--- config.mk ---
export PLATFORM = sky130hd
export DESIGN_NAME = mem_ctrl
export DESIGN_NICKNAME = d
export VERILOG_FILES = /design/src/rtl/mem_ctrl_pkg.sv /design/src/rtl/mem_byte_assembler.sv /design/src/rtl/mem_ctrl.sv
export SDC_FILE = /design/constraint.sdc
export NUM_CORES = 1
export LEC_CHECK = 0
export BUFFER_PORTS_ARGS = -buffer_cell sky130_fd_sc_hd__buf_2
export CAP_MARGIN = 25
export CORE_ASPECT_RATIO = 1.1
export CORE_MARGIN = 1.5
export CORE_UTILIZATION = 42
export DETAILED_ROUTE_END_ITERATION = 12
export PLACE_DENSITY = 0.69
export SYNTH_ARGS = -nofsm -noshare
export SYNTH_HDL_FRONTEND = slang
export SYNTH_HIERARCHICAL = 1
export SYNTH_SLANG_ARGS = --single-unit
--- constraint.sdc ---
create_clock -name clk -period 3.35 [get_ports clk]
set_input_delay 0.67 -clock clk [delete_from_list [all_inputs] [get_ports clk]]
set_output_delay 0.67 -clock clk [all_outputs]
set_load 0.03 [all_outputs]
--- src/rtl/mem_ctrl_pkg.sv ---
// Shared widths, address map, FSM encoding and access-length codes for the
// memory controller and its byte assembler.
package mem_ctrl_pkg;

  localparam int ADDR_W_DEF = 32;
  localparam int BYTE_W     = 8;
  localparam int WORD_W     = 32;
  localparam int WORD_BYTES = WORD_W / BYTE_W;

  localparam logic [31:0] IO_ADDR_DEF = 32'h0003_0000;

  localparam logic [1:0] LEN_BYTE = 2'd0;
  localparam logic [1:0] LEN_HALF = 2'd1;
  localparam logic [1:0] LEN_WORD = 2'd3;

  typedef enum logic [2:0] {
    S_IDLE,
    S_IF_RD,
    S_MEM_RD,
    S_MEM_WR,
    S_DONE
  } state_t;

  // The unused code 2 is folded into a full word access.
  function automatic logic [2:0] byte_count(input logic [1:0] len);
    case (len)
      LEN_BYTE: return 3'd1;
      LEN_HALF: return 3'd2;
      LEN_WORD: return 3'd4;
      default:  return 3'd4;
    endcase
  endfunction

endpackage

--- src/rtl/mem_byte_assembler.sv ---
// Collects bytes returned by the RAM into little-endian lanes; o_word_next
// already contains the byte being captured this cycle.
module mem_byte_assembler
  import mem_ctrl_pkg::*;
(
  input  logic              clk,
  input  logic              rst,
  input  logic              i_en,
  input  logic              i_clear,
  input  logic              i_capture,
  input  logic [BYTE_W-1:0] i_din,
  output logic [WORD_W-1:0] o_word_next
);

  localparam int CNT_W = $clog2(WORD_BYTES);

  logic [CNT_W-1:0] r_cnt;

  always_ff @(posedge clk) begin
    if (rst) begin
      r_cnt <= '0;
    end else if (i_en) begin
      if (i_clear) begin
        r_cnt <= '0;
      end else if (i_capture) begin
        r_cnt <= r_cnt + CNT_W'(1);
      end
    end
  end

  genvar gi;
  generate
    for (gi = 0; gi < WORD_BYTES; gi++) begin : g_lane
      logic [BYTE_W-1:0] r_byte;
      logic [BYTE_W-1:0] w_byte_next;

      assign w_byte_next = (i_capture && (r_cnt == CNT_W'(gi))) ? i_din : r_byte;
      assign o_word_next[BYTE_W*gi +: BYTE_W] = w_byte_next;

      // Clearing at acceptance gives zero-extension of short loads for free.
      always_ff @(posedge clk) begin
        if (rst) begin
          r_byte <= '0;
        end else if (i_en) begin
          r_byte <= i_clear ? '0 : w_byte_next;
        end
      end
    end
  endgenerate

endmodule

--- src/rtl/mem_ctrl.sv ---
// Serialises fetch reads and MEM loads/stores onto the 8-bit RAM/IO bus and
// returns assembled little-endian words with one-cycle done pulses.
module mem_ctrl
  import mem_ctrl_pkg::*;
#(
  parameter int                ADDR_W  = ADDR_W_DEF,
  parameter logic [ADDR_W-1:0] IO_ADDR = ADDR_W'(IO_ADDR_DEF)
) (
  input  logic              clk,
  input  logic              rst,
  input  logic              rdy,
  input  logic              if_request,
  input  logic [ADDR_W-1:0] if_addr,
  output logic [WORD_W-1:0] if_inst,
  output logic              if_enable,
  input  logic              jump_or_not,
  input  logic              mem_request,
  input  logic              mem_wr,
  input  logic [ADDR_W-1:0] mem_addr,
  input  logic [1:0]        mem_len,
  input  logic [WORD_W-1:0] mem_wdata,
  output logic [WORD_W-1:0] mem_rdata,
  output logic              mem_enable,
  input  logic [BYTE_W-1:0] ram_din,
  output logic [BYTE_W-1:0] ram_dout,
  output logic [ADDR_W-1:0] ram_a,
  output logic              ram_wr,
  input  logic              io_buffer_full
);

  state_t              r_state, w_state_next;
  logic [ADDR_W-1:0]   r_addr, w_addr_next;
  logic [2:0]          r_n, w_n_next;
  logic [WORD_W-1:0]   r_wdata, w_wdata_next;
  logic [2:0]          r_step, w_step_next;
  logic [ADDR_W-1:0]   r_ram_a, w_ram_a_next;
  logic [BYTE_W-1:0]   r_ram_dout, w_ram_dout_next;
  logic                r_ram_wr, w_ram_wr_next;
  logic [WORD_W-1:0]   r_if_inst, w_if_inst_next;
  logic [WORD_W-1:0]   r_mem_rdata, w_mem_rdata_next;
  logic                r_if_en, w_if_en_next;
  logic                r_mem_en, w_mem_en_next;
  logic [BYTE_W-1:0]   r_din_hold;
  logic                r_hold_valid;

  logic                w_clear, w_capture;
  logic [ADDR_W-1:0]   w_issue_a;
  logic [BYTE_W-1:0]   w_din_sel;
  logic [WORD_W-1:0]   w_word_next;

  assign w_issue_a = r_addr + ADDR_W'(r_step);
  // The RAM keeps running while rdy is low, so the byte answering the last
  // issued address is held from the first stalled cycle.
  assign w_din_sel = r_hold_valid ? r_din_hold : ram_din;

  mem_byte_assembler u_asm (
    .clk        (clk),
    .rst        (rst),
    .i_en       (rdy),
    .i_clear    (w_clear),
    .i_capture  (w_capture),
    .i_din      (w_din_sel),
    .o_word_next(w_word_next)
  );

  always_comb begin
    w_state_next     = r_state;
    w_addr_next      = r_addr;
    w_n_next         = r_n;
    w_wdata_next     = r_wdata;
    w_step_next      = r_step;
    w_ram_a_next     = r_ram_a;
    w_ram_dout_next  = r_ram_dout;
    w_ram_wr_next    = 1'b0;
    w_if_inst_next   = r_if_inst;
    w_mem_rdata_next = r_mem_rdata;
    w_if_en_next     = 1'b0;
    w_mem_en_next    = 1'b0;
    w_clear          = 1'b0;
    w_capture        = 1'b0;

    case (r_state)
      S_IDLE: begin
        if (mem_request) begin
          if (!(mem_wr && io_buffer_full && (mem_addr >= IO_ADDR))) begin
            w_addr_next  = mem_addr;
            w_n_next     = byte_count(mem_len);
            w_wdata_next = mem_wdata;
            w_step_next  = 3'd1;
            w_ram_a_next = mem_addr;
            w_clear      = 1'b1;
            if (mem_wr) begin
              w_ram_dout_next = mem_wdata[BYTE_W-1:0];
              w_ram_wr_next   = 1'b1;
              w_state_next    = S_MEM_WR;
            end else begin
              w_state_next = S_MEM_RD;
            end
          end
        end else if (if_request && !jump_or_not) begin
          w_addr_next  = if_addr;
          w_n_next     = 3'(WORD_BYTES);
          w_step_next  = 3'd1;
          w_ram_a_next = if_addr;
          w_clear      = 1'b1;
          w_state_next = S_IF_RD;
        end
      end

      S_IF_RD, S_MEM_RD: begin
        if ((r_state == S_IF_RD) && jump_or_not) begin
          w_state_next = S_IDLE;
        end else begin
          if (r_step < r_n) w_ram_a_next = w_issue_a;
          // Byte k arrives two edges after its address was issued.
          if (r_step >= 3'd2) w_capture = 1'b1;
          if (r_step == r_n + 3'd1) begin
            w_state_next = S_DONE;
            if (r_state == S_IF_RD) begin
              w_if_inst_next = w_word_next;
              w_if_en_next   = 1'b1;
            end else begin
              w_mem_rdata_next = w_word_next;
              w_mem_en_next    = 1'b1;
            end
          end else begin
            w_step_next = r_step + 3'd1;
          end
        end
      end

      S_MEM_WR: begin
        if (r_step == r_n) begin
          w_state_next  = S_DONE;
          w_mem_en_next = 1'b1;
        end else if (!(io_buffer_full && (w_issue_a >= IO_ADDR))) begin
          w_ram_a_next    = w_issue_a;
          w_ram_dout_next = r_wdata[{r_step[1:0], 3'b000} +: BYTE_W];
          w_ram_wr_next   = 1'b1;
          w_step_next     = r_step + 3'd1;
        end
      end

      S_DONE: w_state_next = S_IDLE;

      default: w_state_next = S_IDLE;
    endcase
  end

  always_ff @(posedge clk) begin
    if (rst) begin
      r_state      <= S_IDLE;
      r_addr       <= '0;
      r_n          <= '0;
      r_wdata      <= '0;
      r_step       <= '0;
      r_ram_a      <= '0;
      r_ram_dout   <= '0;
      r_ram_wr     <= 1'b0;
      r_if_inst    <= '0;
      r_mem_rdata  <= '0;
      r_if_en      <= 1'b0;
      r_mem_en     <= 1'b0;
      r_din_hold   <= '0;
      r_hold_valid <= 1'b0;
    end else begin
      if (!rdy) begin
        if (!r_hold_valid) begin
          r_din_hold   <= ram_din;
          r_hold_valid <= 1'b1;
        end
      end else begin
        r_hold_valid <= 1'b0;
        r_state      <= w_state_next;
        r_addr       <= w_addr_next;
        r_n          <= w_n_next;
        r_wdata      <= w_wdata_next;
        r_step       <= w_step_next;
        r_ram_a      <= w_ram_a_next;
        r_ram_dout   <= w_ram_dout_next;
        r_ram_wr     <= w_ram_wr_next;
        r_if_inst    <= w_if_inst_next;
        r_mem_rdata  <= w_mem_rdata_next;
        r_if_en      <= w_if_en_next;
        r_mem_en     <= w_mem_en_next;
      end
    end
  end

  assign ram_a      = r_ram_a;
  assign ram_dout   = r_ram_dout;
  assign ram_wr     = r_ram_wr & rdy;
  // A flush arriving during the fetch pulse makes the instruction stale.
  assign if_enable  = r_if_en & ~jump_or_not;
  assign if_inst    = r_if_inst;
  assign mem_enable = r_mem_en;
  assign mem_rdata  = r_mem_rdata;

endmodule

# Yosys cells after proc, flatten, opt, wreduce, memory -nomap -nowiden
# Index checks and enable logic that the tools add are counted.
# classes
order_cmp,4
n_addsub,4
muxes,67
shifts,1
n_reduce_logical,27
bitwise_logic,6
eq_ne,22
# ops
operator,count
2-to-1 mux 32 bit,7
2-to-1 mux 8 bit,14
case mux 32 bit (3 select lines),1
greater-or-equal comparator 32 x 18 -> 1 bit (second input constant),2
2-to-1 mux 3 bit,15
adder 32 x 3 -> 32 bit,1
indexed part select 32 x 6 -> 8 bit,1
2-to-1 mux 1 bit,22
!= test 2 bit (second input constant),10
case mux 3 bit (3 select lines),2
case mux 8 bit (2 select lines),1
AND reduction 8 bit,2
AND reduction 5 bit,3
logical AND 1 bit,9
!= test 3 bit (second input constant),3
AND reduction 4 bit,2
AND reduction 7 bit,1
adder 3 x 1 -> 3 bit (second input constant),2
equality test 3 x 2 -> 1 bit (second input constant),2
equality test 3 bit,2
case mux 3 bit (2 select lines),1
nonzero test 2 bit,3
equality test 2 x 1 -> 1 bit (second input constant),2
equality test 2 bit (second input constant),2
14 further kinds,21
# totals
input_bits,114
elab_cells,150
regBits,223
output_inout_bits,107

# Logic depth before layout (Yosys ltp)
# Gate-level depths: netlist (run 1).
# depth
depth_word,7
mapped_depth,13
depth_no_buf,10

# Hierarchy
# Netlist (run 1), hierarchy kept.
# by_module_without_submodules
module,cells_per_inst,instances,seq_area_each_um2,area_per_inst_um2
mem_ctrl,1106,1,3783.6,9195.1
mem_byte_assembler,189,1,680.7,1795.5

# Worst setup path before layout (run 1)
# OpenSTA, ideal clock, no wires.
# synth_timing
kind,register to register
from,register r_step[0]
to,"register r_ram_a[31], in the netlist ram_a[31]"
path_slack_ns,0.102
arrival_ns,3.179
t_required_ns,3.281
n_path_buf,2
setup_ns,0.069
stages_incl_launch_ff,13
period_less_slack_ns,3.248
cell_sequence,dfxtp_1 ha_1 fa_1 a21o_1 buf_2 nand3_1 nor4b_1 xor2_1 or4_4 o211a_1 buf_6 or4_1 o21ai_1
# synth_between
elab_chain_cells,5
word_cells_on_any_way,14
cone_classes,add/sub: 1; order compare: 2; eq/ne: 4; mux: 5; reduce/logical: 2
# synth_rtl
item,line_no,text
start: declaration,mem_ctrl.sv:35,"logic [2:0] r_step, w_step_next;"
start signal: assignment,mem_ctrl.sv:178,r_step <= w_step_next;
adder 32 x 3 -> 32 bit,mem_ctrl.sv:51,assign w_issue_a = r_addr + ADDR_W'(r_step);
greater-or-equal comparator 32 x 18 -> 1 bit,mem_ctrl.sv:136,end else if (!(io_buffer_full && (w_issue_a >= IO_ADDR))) begin
logical AND 1 bit,mem_ctrl.sv:136,
!= test 2 bit (no source line),-,
AND reduction 8 bit (no source line),-,
end signal: assignment,mem_ctrl.sv:179,r_ram_a <= w_ram_a_next;
end: declaration,mem_ctrl.sv:36,"logic [ADDR_W-1:0] r_ram_a, w_ram_a_next;"
# Parallel ways exist; a longest one is shown, timed or not. The select of a mux whose other input is x is not followed.
# A chain may end at the register's enable or synchronous reset.

# Worst setup path after layout (run 1)
# layout_timing
from,register r_step[2]
to,"register r_ram_a[0], in the netlist ram_a[0]"
# layout_between
elab_chain_cells,5
word_cells_on_any_way,9
cone_classes,add/sub: 1; order compare: 2; eq/ne: 4; reduce/logical: 2
# layout_rtl
item,line_no
adder 32 x 3 -> 32 bit,mem_ctrl.sv:51
greater-or-equal comparator 32 x 18 -> 1 bit,mem_ctrl.sv:136
logical AND 1 bit,mem_ctrl.sv:136
!= test 2 bit (no source line),-
AND reduction 8 bit (no source line) *,-
# Every way passes the cells marked *; elsewhere a longest branch is shown, timed or not.

==> summary.md, run 1 <==
| Metric | Value |
|---|---|
| Status | `finished, final reports clean` |
| Leakage power | `5.63 nW` |
| Slowest cell on crit path | `a211oi_1` |
| Hold slack | `0.378 ns` |
| Top cells by area, synth | `dfxtp_1, mux2i_1, nand2_1` |
| Cell variety after synth | `74` |
| Worst EP required | `about 3.8 ns` |
| Endpoints failing setup | `0` |
| CTS buffer count | `25` |
| Crit Path Class | `reg -> reg` |
| Area Growth Syn to Fin | `21.3%` |
| Die ar. | `27100 um2` |
| CP delay by family, top | `compound AO/OA/AOI/OAI gates` |
| Remaining Overflow, GRT | `0` |
| Met2 WL | `16300 um` |
| Most common cell after layout, fill and taps aside | `dfxtp_1` |
| Ys async rst share | `0` |
| Row cnt | `61` |
| Crit start category | `flip-flop` |
| RSZ-0062 raised after global routing | `no` |
| Hold violation count in the final report | `0` |
| Bufs on Longest Clock Path | `3` |
| Yosys Warn Count | `6` |
| Port bufs | `220` |
| Clock sinks | `223` |
| Critical path, cell by cell | `ha_1, a21oi_1, a211oi_1, and4_1, o22ai_1, or4_4, o211a_4, buf_4, nor4_2, a31o_1` |
| Total Nets Final | `1599` |
| CTS H-tree lvls | `1` |
| First-pass GRT wire length | `51800 um` |
| Largest net degree at the start of global routing | `117` |
| Ports | `221` |
| EDFF count, synth | `0` |
| Pwr dens | `approximately 520 nW/um2` |
| Clock transition at the registers of the reported paths | `0.06 ns` |
| Slew @ Worst Pin | `about 1.0 ns` |
| Antenna violations before repair | `4` |
| Uppermost layer routed | `met5` |
| CP Max Fanout | `14` |
| Met3 WL | `1810 um` |
| Storage cell area | `4460 um2` |
| CTS tree | `done` |
| Final min period | `3.17 ns` |
| Crit path buffers/inverters | `1` |
| Initial DRC count | `between 600 and 700` |
| Antenna viol nets, final | `0` |
| Root Buffer | `clkbuf_16` |
| Post-synthesis instance total | `roughly 1300` |
| Post-DP HPWL | `23200 um` |
| Syn Area/Cell | `8.49 um2` |
| Final period util | `0.946` |
| Clock latency on the worst-skew pair | `0.53 ns` |
| Share of layout cells above drive strength 1 | `0.258` |
| WP data arrival | `3.64 ns` |
| Via-per-instance ratio | `between 5 and 6` |
| Setup ws final | `0.182 ns` |
| Vias in the first global route | `9905` |
| Filler instances | `2453` |
| Die H | `173 um` |
| Hold Crit Class | `in -> reg` |
| Critical path endpoint category | `flip-flop` |
| Fin. max-slew vios | `0` |
| Worst VDD drop | `0.463 mV` |
| Power after layout | `around 0.0070 W` |
| Setup TNS | `0 ns` |
| Pre-CTS WS | `-0.0290 ns` |
| Mapped Area | `about 11000 um2` |
| Max-slew headroom | `0.303` |
| Net Count, Synth | `roughly 1400` |
| Remaining DRCs | `0` |
| Area of the multi-input gates | `5990 um2` |
| Drt total wl | `32600 um` |
| Worst clock skew | `approximately 0.0099 ns` |
| Overall Global Routing Usage | `0.235` |
| DR vias | `a little over 10000` |
| CP peak stage delay | `around 0.48 ns` |
| DR WL/cell | `between 15 and 20 um` |
| GP Congestion | `0.983` |
| Die Width | `157 um` |
| Fmax | `0.316 GHz` |
| Core Util, Final | `0.523` |
| Area share of the largest cell type after synthesis | `0.406` |
| Max-cap viol count | `0` |
| Most frequent cells in the layout | `dfxtp_1, buf_2, nand2_1` |
| Core Area | `~25000 um2` |
| Register area share after synthesis | `0.406` |
| Starting Density | `0.431` |
| Met1 WL | `13700 um` |
| TritonRoute pass-1 iters | `5` |
| Synth area leader | `dfxtp_1` |
| Top_reg_cell synth | `dfxtp_1` |
| FF+latch count, synth | `223` |
[worst paths after layout]
kind	end	start	slack, ns	depth (start not counted)
worst max-delay path	ram_a[0]$_SDFFE_PP0P_	r_step[2]$_SDFFE_PP0P_	0.18	10
worst min-delay path	r_wdata[21]$_SDFFE_PP0P_	mem_wdata[21]	0.38	3
worst max register to register	ram_a[0]$_SDFFE_PP0P_	r_step[2]$_SDFFE_PP0P_	0.18	10
worst min register to register	if_inst[17]$_SDFFE_PP0P_	if_inst[17]$_SDFFE_PP0P_	0.45	2
[sequential cells by signal (all words and copies together) (netlist names), 8 cells and up]
register	cells
if_inst	32
mem_rdata	32
r_addr	32
r_wdata	32
ram_a	32
u_asm/g_lane.r_byte	32
r_din_hold	8
ram_dout	8
[cells in the mapped netlist (3+ instances only)]
master    number
dfxtp_1      223
nand2_1      177
a21oi_1      120
nor2_1       120
clkbuf_1      80
mux2i_1       75
a211oi_1      45
o21ai_0       41
mux2_2        40
inv_1         38
nand3_1       31
nor4_1        31
o32ai_1       24
a31o_1        19
xnor2_1       17
buf_2         16
nor2b_1       16
nand4_1       14
nor3_1        14
xor2_1        14
ha_1          12
mux4_2         8
and2_1         7
buf_1          7
nand3b_1       7
and3_1         5
o211ai_1       5
a31o_2         4
a31oi_1        4
and4_1         4
nand2_4        4
nand2b_1       4
o21ai_1        4
or2_1          4
or2_2          4
a221o_1        3
buf_6          3
o21a_1         3
or3_1          3
or4_1          3
[worst register-to-register path: stages (launching register included)]
cell	delay (ns)
dfxtp_1	0.32
ha_1	0.40
a21oi_1	0.16
a211oi_1	0.48
and4_1	0.26
o22ai_1	0.07
or4_4	0.47
o211a_4	0.31
buf_4	0.20
nor4_2	0.31
a31o_1	0.13
[routing by layer]
metal / global-route usage / vias up
li1: - / 4950
met1: 0.286 / 4886
met2: 0.422 / 290
met3: 0.0371 / 55
met4: 0.0653 / 2
met5: 0 / -
[report_power, final]
part           leakage (nW)  switching (W)  internal (W)
Clock                 0.425        0.00111       0.00173
Combinational          3.40       0.000764      0.000447
Sequential             1.81       0.000124       0.00279
Total                  5.63        0.00200       0.00496
[through the flow]
| step | cell area [um2] | cells |
|---|---|---|
| floorplan | 11000 | 1295 |
| global placement | 12400 | 1791 |
| detailed placement | 12400 | 1791 |
| CTS | 13300 | 1833 |
| global route | 13300 | 1836 |
| finish | 13300 | 1836 |
[cells by family after synthesis]
group	after synthesis	synth area share
simple gates	461	0.198
compound gates	296	0.174
fa+ha+maj	13	0.0155
flops	223	0.406
mux	123	0.126
xor+xnor	31	0.0247
buf+inv	148	0.0552
[repair_timing]
action / in CTS / in global routing
setup endpoints to repair: 2 / 32
buffers inserted: 0 / 0
resized for setup: 2 / 8
hold buffers: 0 / 0
hold endpoints to repair: 0 / 0
pin swaps: 0 / 1
[final cells by class]
type,count,share of cell area
tap,346,0.0325
clock buffer,33,0.0537
multi-input combinational,924,0.449
timing repair buffer,259,0.108
sequential,223,0.335
inverter,39,0.0110
antenna,3,0.000563
clock inverter,9,0.0101
No activity file was read; power rests on OpenSTA's default activity.
==> run 2, diff against run 1 <==
Settings changed: CORE_UTILIZATION 42 to 50, PLACE_DENSITY 0.69 to 0.8, SLEW_MARGIN set to 10.
==> summary.md, run 2 (synthesis results as in run 1) <==
| Metric | Value |
|---|---|
| Fmax | `0.310 GHz (-1.9%)` |
| Drt total wl | `31700 um (-2.6%)` |
| Endpoints failing setup | `0 (unchanged)` |
| Cells on worst reg2reg path | `10 (unchanged)` |
| Core Area | `21400 um2 (-16%)` |
| Status | `finished, final reports clean` |
| CTS H-tree lvls | `1 (unchanged)` |
| Hold-fix buffers at CTS | `0 (unchanged)` |
| Total Nets Final | `1604 (+0.31%)` |
| Final min period | `3.23 ns (+0.0604 ns)` |
| CTS tree | `done` |
| Initial DRC count | `701 (+2.3%)` |
| Port bufs | `220 (unchanged)` |
| Fin. max-slew vios | `0 (unchanged)` |
| Hold path endpoint | `r_wdata[13]$_SDFFE_PP0P_` |
| Share of layout cells above drive strength 1 | `0.260 (+0.00182)` |
| Area Growth Syn to Fin | `20.3%` |
| Die Width | `144 um (-8.2%)` |
| WP data arrival | `3.68 ns (+0.04 ns)` |
| Power after layout | `0.00668 W (-4.0%)` |
| Hold violation count in the final report | `0 (unchanged)` |
| Setup TNS | `0 ns (unchanged)` |
| Largest net degree at the start of global routing | `131 (+12%)` |
| Clock transition at the registers of the reported paths | `0.06 ns (about the same)` |
| DR vias | `10259 (+0.75%)` |
| Crit Reg-Reg Endpoint | `ram_a[22]$_SDFFE_PP0P_` |
| Post-DP HPWL | `22900 um (-1.5%)` |
| Clock latency on the worst-skew pair | `0.53 ns (about the same)` |
| Pwr dens | `505 nW/um2 (-3.3%)` |
| Final period util | `0.964 (+0.0180)` |
| R2R Setup Slk | `0.12 ns (-0.06 ns)` |
| Via-per-instance ratio | `5.75 (+3.6%)` |
| Clock sinks | `223 (unchanged)` |
| Crit start category | `flip-flop` |
| Non-Filler Instances | `1785 (-2.8%)` |
| Root Buffer | `clkbuf_16` |
| Die H | `158 um (-8.2%)` |
| Die ar. | `22900 um2 (-16%)` |
| Most frequent cells in the layout | `dfxtp_1, buf_2, nand2_1` |
| Worst EP required | `3.80 ns (-0.02 ns)` |
| Worst VDD drop | `0.418 mV (-9.8%)` |
| Filler instances | `1826 (-26%)` |
| Hold path startpoint | `mem_wdata[13]` |
| Antenna viol nets, final | `0 (unchanged)` |
| Vias in the first global route | `9741 (-1.7%)` |
| CTS buffer count | `23 (-8.0%)` |
| TritonRoute pass-1 iters | `5 (unchanged)` |
| GP Congestion | `0.954 (-2.9%)` |
| Hold path cells | `3 (unchanged)` |
| Most common cell after layout, fill and taps aside | `dfxtp_1` |
| First-pass GRT wire length | `49500 um (-4.5%)` |
| Worst clock skew | `0.0300 ns (+0.0200 ns)` |
| Critical path endpoint category | `flip-flop` |
| Bufs on Longest Clock Path | `3 (unchanged)` |
| Placed cells | `1742 (-2.7%)` |
| Worst R2R Start | `r_addr[2]$_SDFFE_PP0P_` |
| Crit path launch | `r_addr[2]$_SDFFE_PP0P_` |
| Max-slew headroom | `0.572 (+0.269)` |
| Hold Crit Class | `in -> reg` |
| RSZ-0062 raised after global routing | `no` |
| Ports | `221 (unchanged)` |
| Overall Global Routing Usage | `0.270 (+0.0357)` |
| Antenna violations before repair | `1 (-3)` |
| Starting Density | `0.513 (+0.0815)` |
| Leakage power | `5.62 nW (about the same)` |
| Crit Path Class | `reg -> reg` |
| Row cnt | `56 (-8.2%)` |
| CP Max Fanout | `15 (+1)` |
| Remaining Overflow, GRT | `0 (unchanged)` |
| Slew @ Worst Pin | `0.642 ns (-0.402 ns)` |
| Remaining DRCs | `0 (unchanged)` |
| Max-cap viol count | `0 (unchanged)` |
| DR WL/cell | `17.8 um (+0.13%)` |
## run 2: cell types whose count changed in the layout (fill, tap and decap cells not counted), sizes merged
cell | previous run | this run
clkinv | 5 | 6
buf | 259 | 266
clkbuf | 33 | 31
bufinv | 3 | 2
## run 2: power by group
group / internal [W] / leakage [nW] / switching (W)
clock: 0.00149 / 0.372 / 0.00107
combinational: 0.000452 / 3.44 / 0.000771
sequential: 0.00278 / 1.81 / 0.000113
total: 0.00473 / 5.62 / 0.00195
## run 2: metrics by stage
step           worst slack, ns  cell area, um2  hold slack, ns   util
3_5_place_dp            0.0689           12400           0.446  0.579
6_report                 0.122           13200           0.390  0.617
3_3_place_gp             0.192           12400           0.440  0.579
4_1_cts                0.00851           13200           0.380  0.614
5_1_grt                0.00426           13200           0.400  0.617
2_1_floorplan            0.102           11000           0.446      -
## run 2: cell type report
type                            instances  area, um2  area share
Timing Repair Buffer                  266       1500       0.114
Sequential cell                       223       4460       0.338
Inverter                               39        146      0.0111
Clock inverter                          9        110     0.00832
Multi-Input combinational cell        924       6000       0.453
Antenna cell                            3       7.51    0.000568
Clock buffer                           31        636      0.0481
Tap cell                              290        363      0.0274
## run 2: metal layers
metal  share of wire  track usage
met1            0.40        0.330
met2            0.50        0.476
met3           0.064       0.0433
met4           0.034        0.103
met5               0            0
## run 2: worst max-delay path, cell delays in order (launching register included)
cell and delay (ns):
dfxtp_1 0.32, ha_1 0.39, a21oi_1 0.36, a21o_1 0.28, or4_1 0.14, o2111ai_1 0.10, or4_4 0.58, o211a_1 0.31
buf_4 0.23, nor4_1 0.31, a31o_1 0.13
## run 2: worst max-delay path by stage
| stage | end | slack (ns) | cells past startpoint |
|---|---|---|---|
| after global placement | ram_a[31]$_SDFFE_PP0P_ | 0.19 | 10 |
| final | ram_a[22]$_SDFFE_PP0P_ | 0.12 | 10 |
| after floorplan | ram_a[31]$_SDFFE_PP0P_ | 0.10 | 12 |
| after CTS | ram_a[30]$_SDFFE_PP0P_ | 0.009 | 12 |
| after global routing | ram_a[17]$_SDFFE_PP0P_ | 0.004 | 12 |
| after detailed placement | ram_a[15]$_SDFFE_PP0P_ | 0.07 | 12 |
## run 2: timing repair
action	in CTS	in global routing
setup buffers	0	0
resized for setup	0	12
endpoints found under the setup margin	0	33
